===== src/rtl/icache_axi_refill.sv =====
// Instruction-cache refill master: turns one level-held miss request into a single-beat
// 64-bit AXI4 read and hands the data back to the cache as a one-cycle cache_in_ok pulse.
module icache_axi_refill #(
    parameter int          AXI_ID_W = 4,
    parameter int unsigned AXI_ID   = 0
) (
    input  logic                clk,
    input  logic                rst,
    input  logic                cache_read_ena,
    input  logic [63:0]         cache_addr,
    output logic [63:0]         cache_or_data,
    output logic                cache_in_ok,
    output logic                cache_rd_err,
    output logic                axi_working_ti,
    output logic                axi_arvalid,
    input  logic                axi_arready,
    output logic [63:0]         axi_araddr,
    output logic [AXI_ID_W-1:0] axi_arid,
    output logic [7:0]          axi_arlen,
    output logic [2:0]          axi_arsize,
    output logic [1:0]          axi_arburst,
    input  logic                axi_rvalid,
    output logic                axi_rready,
    input  logic [63:0]         axi_rdata,
    input  logic [1:0]          axi_rresp,
    input  logic                axi_rlast,
    input  logic [AXI_ID_W-1:0] axi_rid,
    output logic [3:0]          dbg_state
);

    typedef enum logic [3:0] {
        IDLE = 4'b0001,
        ADDR = 4'b0010,
        DATA = 4'b0100,
        DONE = 4'b1000
    } state_t;

    state_t state, state_next;
    logic   err_flag, err_next;
    logic   captured, cap_next;

    // Handshakes: a transfer happens on a rising clk edge where valid and ready are both 1;
    // ARVALID/ARADDR stay stable until ARREADY, RREADY is held for the whole DATA state.
    assign axi_arid    = AXI_ID_W'(AXI_ID);
    assign axi_arlen   = 8'd0;
    assign axi_arsize  = 3'b011;
    assign axi_arburst = 2'b01;
    assign dbg_state   = state;

    // The line offset and RID carry no information for a single-beat refill.
    logic unused_bits;
    assign unused_bits = ^{axi_rid, cache_addr[2:0]};

    always_comb begin
        state_next = state;
        err_next   = err_flag;
        cap_next   = captured;
        unique case (state)
            IDLE: begin
                if (cache_read_ena) begin
                    state_next = ADDR;
                    err_next   = 1'b0;
                    cap_next   = 1'b0;
                end
            end
            ADDR: begin
                if (axi_arready) state_next = DATA;
            end
            DATA: begin
                // A slave that forgets RLAST keeps us here; only the first beat's data counts,
                // but every beat's response contributes to the error flag.
                if (axi_rvalid) begin
                    cap_next = 1'b1;
                    if (axi_rresp != 2'b00) err_next = 1'b1;
                    if (axi_rlast) state_next = DONE;
                end
            end
            DONE: begin
                state_next = IDLE;
            end
            default: begin
                state_next = IDLE;
            end
        endcase
    end

    always_ff @(posedge clk or negedge rst) begin
        if (!rst) begin
            state          <= IDLE;
            err_flag       <= 1'b0;
            captured       <= 1'b0;
            axi_araddr     <= 64'd0;
            cache_or_data  <= 64'd0;
            axi_arvalid    <= 1'b0;
            axi_rready     <= 1'b0;
            cache_in_ok    <= 1'b0;
            cache_rd_err   <= 1'b0;
            axi_working_ti <= 1'b0;
        end else begin
            state    <= state_next;
            err_flag <= err_next;
            captured <= cap_next;
            if (state == IDLE && cache_read_ena) axi_araddr <= {cache_addr[63:3], 3'b000};
            if (state == DATA && axi_rvalid && !captured) cache_or_data <= axi_rdata;
            // Outputs are registered from the next state so they line up with the state itself.
            axi_arvalid    <= (state_next == ADDR);
            axi_rready     <= (state_next == DATA);
            cache_in_ok    <= (state_next == DONE);
            cache_rd_err   <= (state_next == DONE) && err_next;
            axi_working_ti <= (state_next != IDLE);
        end
    end

endmodule


===== config.mk =====
export PLATFORM = sky130hd
export DESIGN_NAME = icache_axi_refill
export DESIGN_NICKNAME = d
export VERILOG_FILES = /design/src/rtl/icache_axi_refill.sv
export SDC_FILE = /design/constraint.sdc
export NUM_CORES = 1
export LEC_CHECK = 0
export BUFFER_PORTS_ARGS = -buffer_cell sky130_fd_sc_hd__clkbuf_2
export CAP_MARGIN = 20
export CORE_AREA = 2 2 113 115
export DETAILED_ROUTE_END_ITERATION = 7
export DIE_AREA = 0 0 115 117
export MAX_ROUTING_LAYER = met4
export PLACE_DENSITY_LB_ADDON = 0.25
export SLEW_MARGIN = 20
export SYNTH_ARGS = -nofsm -noshare
export SYNTH_HDL_FRONTEND = slang
export SYNTH_SLANG_ARGS = --single-unit

===== constraint.sdc =====
create_clock -name clk -period 1.92 [get_ports clk]
set_clock_uncertainty 0.2 [all_clocks]
set_input_delay 0 -clock clk [delete_from_list [all_inputs] [get_ports clk]]
set_output_delay 0 -clock clk [all_outputs]
set_load 0.005 [all_outputs]

* After elaboration in Yosys (flattened, before gate mapping)
Index checks and enable logic that the tools add are counted.
** Operators by class
- Eq/ne operators :: 9
- Mux-type cells :: 12
- Reductions and logical operators :: 8
** Operator list (count)
- $mux W4 :: 4
- $pmux W4 S3 :: 1
- $eq A4 B2 Y1 const B :: 2
- $eq A4 B3 Y1 const B :: 2
- $mux W1 :: 5
- $eq A4 B1 Y1 const B :: 1
- $eq A4 B4 Y1 const B :: 1
- $logic_and A1 B1 Y1 :: 4
- $ne A2 B2 Y1 const B :: 2
- $ne A4 B1 Y1 const B :: 1
- $pmux W1 S2 :: 2
- $reduce_bool A2 Y1 :: 2
- $reduce_and A3 Y1 :: 1
- $logic_not A1 Y1 :: 1
** Word-level totals
- Bits in registers :: 136
- Input port bits :: 140
- Logic and storage cells :: 39

* Logic depth before layout (Yosys ltp)
- Word-level depth :: 5
- Mapped depth :: 5

* Worst setup path after synthesis
No wires, ideal clock.
- Path type :: flip-flop to flip-flop
- Start :: register state[3], in the netlist dbg_state[3]
- End :: register cache_or_data[49]
- Required time :: 1593 ps
- Slack :: 165 ps
- Arrival time :: 1427 ps
- Stages on the path, launching flop included :: 6
- Period minus slack after synthesis :: 1755 ps
- Buffers on the path :: 2
- Path through :: dfrtp_1 > clkbuf_1 > nor2_2 > nand4_4 > buf_6 > mux2_1
** On the way
- Word-level cells in the longest chain between the ends :: 3
** RTL lines
- from (decl) :: RTL line 38 : state_t state, state_next;
- from (signal assigned) :: RTL line 100 : state <= state_next;
- $eq A4 B3 Y1 :: RTL line 104 : if (state == DATA && axi_rvalid && !captured) cache_or_data <= axi_rdata;
- $logic_and A1 B1 Y1 (2 in a row) :: RTL line 104
- to (signal assigned) :: RTL line 104
- to (decl) :: RTL line 11 : output logic [63:0] cache_or_data,
No other way between the ends.
A chain may end at the register's enable or synchronous reset.

* Final worst setup path
- Start :: register state[2], in the netlist dbg_state[2]
- End :: register cache_or_data[29]
The elaborated chain is that of the path after synthesis.

==> results.ini <==
[outcome]
outcome = finished clean

[synthesis]
syn_area_um2 = 5269
ys_seq_elements = 136
ys_seq_area_share_pct = 64.62
synth_cell_types = 28
syn_area_per_cell_um2 = 16.21
synth-warning-count = 0
syn_inst = 325

[flow_run]
cap_viol_max_count = 0

[clock_tree]
tritoncts = built
clockRootBuffer = clkbuf_16
cts_buffer_depth = 2
ctsResizeCount = 0
cts_max_level = 4
cts_made_buffers = 17
cts_sinks = 136
insertion_delay_ns = 0.40
path_clk_slew_ns = 0.06

[floorplanning]
die-area_um2 = 13460
ios = 294
core_um2 = 12310
die_width_um = 115
start_util_pct = 42.79
fp.dieH_um = 117
fp-row-count = 41

[timing]
finalHoldViolations = 0
finalSetupViolCount = 0
min_period_over_period_pct = 94.99
totalNegativeSetupSlack_ns = 0
slew_violations = 0
layout_setup_ws_ns = 0.09616
max_freq_ghz = 0.5483
rsz0062_at_grt = no
fin_worst_hold_slack_ns = 0.1471
period_needed_ns = 1.824

[final_layout]
layout_common_cells = 265 x clkbuf_2, 135 x dfrtp_1, 135 x dlygate4sd3_1
nFillCells = 858
final_cells = 906
diodes = 0
final_common_cell = clkbuf_2
area_growth_pct = 64.55
drive_above_1_share_pct = 56.88
layout.nets = 884

[global_route]
grt_util_all_layers_pct = 22.88
grt_pass1_vias = 4603
grt_max_degree = 67
overflow = 0
antenna_found_initial = 0
grt_pass1_wl_um = 22490

[pwr]
p_per_area_nw_per_um2 = 1330
ir_drop_v = 0.0008393
p_leak_nw = 4.534

[worst_hold_path]
min_path_cells = 3
hold_class = input port to register

[routing]
drtIter0Drc = 162
drc_errors = 0
wl_per_cell_um = 16.44
routed_wl_um = 14890
antenna_left = 0
viasPerCell = 4.634
drt_first_pass_iters = 4
vias = 4198

[worst_setup_path]
cp-end-kind = register
worstPathArrival_ns = 1.91
r2r_cells = 5
crit_type = register to register
startpoint_type = register
required_ns = 2.01
cp_max_fo = 42

[placed_design]
io_buffers = 266
place_congestion = 0.7400
dp_hpwl_um = 9336
post-place-ws_ns = 0.1244
placed_cells = 736

-- per-stage QoR --
step | cell area (um2) | total power, mW | utilization [%]
3_5_place_dp | 6735 | 8.289 | 54.71
3_3_place_gp | 6735 | 8.104 | 54.71
4_1_cts | 8647 | 11.51 | 70.23
2_1_floorplan | 5336 | 6.436 | -
5_1_grt | 8670 | 12.23 | 70.42
6_report | 8670 | 11.53 | 70.42
-- Yosys cell counts --
master / n / share of area [%]
a21boi_0: 1 / 0.14
a21oi_1: 3 / 0.28
a221o_1: 1 / 0.19
a221oi_1: 1 / 0.17
and2b_2: 1 / 0.17
and3b_1: 2 / 0.33
and4_1: 2 / 0.33
buf_2: 6 / 0.57
buf_4: 20 / 2.8
buf_6: 6 / 1.3
clkbuf_1: 1 / 0.071
conb_1: 2 / 0.14
dfrtp_1: 135 / 64
dfstp_2: 1 / 0.50
inv_1: 2 / 0.14
mux2_1: 9 / 1.9
mux2_2: 116 / 25
nand2_1: 1 / 0.071
nand2_2: 1 / 0.12
nand3_1: 1 / 0.095
nand3b_1: 1 / 0.14
nand4_4: 1 / 0.40
nor2_1: 3 / 0.21
nor2_2: 1 / 0.12
nor3_1: 4 / 0.38
o2bb2ai_1: 1 / 0.17
o31a_1: 1 / 0.17
or2_2: 1 / 0.12
-- final timing paths --
path | from | slack (ns) | end
max in group asynchronous | rst | 0.70 | cache_or_data[31]
min in group asynchronous | rst | 0.46 | axi_araddr[28]
max reg2reg | dbg_state[2] | 0.1 | cache_or_data[29]
max | dbg_state[2] | 0.1 | cache_or_data[29]
min reg2reg | err_flag | 0.29 | err_flag
min | axi_rdata[55] | 0.15 | cache_or_data[55]
-- where the power goes --
part | switching [mW] | internal (mW) | leakage [nW]
logic | 1.55 | 2.27 | 2.55
clock network | 1.13 | 1.83 | 0.269
registers | 0.664 | 4.09 | 1.72
total | 3.35 | 8.18 | 4.53
-- repair_timing --
action                                 in CTS  in global routing
setup endpoints to repair                   0                  1
endpoints found under the hold margin     272                  0
setup buffers                               0                  3
hold buffers                              136                  0
-- logic make-up (layout without fill, tap and decap cells) --
| group | count (synthesis) | after routing | share of synthesized area [%] |
|---|---|---|---|
| simple gates | 19 | 19 | 2.494 |
| mux | 125 | 125 | 26.72 |
| buf+inv | 35 | 448 | 4.916 |
| other cells | 2 | 20 | 0.1425 |
| flops | 136 | 136 | 64.62 |
| compound gates | 8 | 8 | 1.116 |
-- worst max-delay path, cell delays in order (launching register included) --
cell and delay [ns]:
dfrtp_1 0.38, and2b_2 0.21, buf_4 0.15, nand4_4 0.12
buf_12 0.24, mux2_2 0.37
-- sequential cells by signal, summed over array words and instances, names as in the netlist --
signal,flops
cache_or_data,64
axi_araddr,61
dbg_state,4
axi_arvalid,1
axi_rready,1
axi_working_ti,1
cache_in_ok,1
cache_rd_err,1
captured,1
err_flag,1
-- routing by layer --
metal  global-route usage, %  share of wire, %
met1                   23.16                37
met2                   40.20                53
met3                   7.518               7.6
met4                   10.68               2.7
met5                       -                 0
-- layout make-up --
| type | instances | area [um2] | area share [%] |
|---|---|---|---|
| tap | 150 | 187.7 | 2.165 |
| clock inverter | 9 | 76.32 | 0.8804 |
| inverter | 2 | 7.507 | 0.08659 |
| timing repair buffer | 415 | 2856 | 32.95 |
| sequential | 136 | 3405 | 39.27 |
| clock buffer | 22 | 464.2 | 5.354 |
| multi-input combinational | 172 | 1673 | 19.30 |
(Power assumes the default switching activity.)
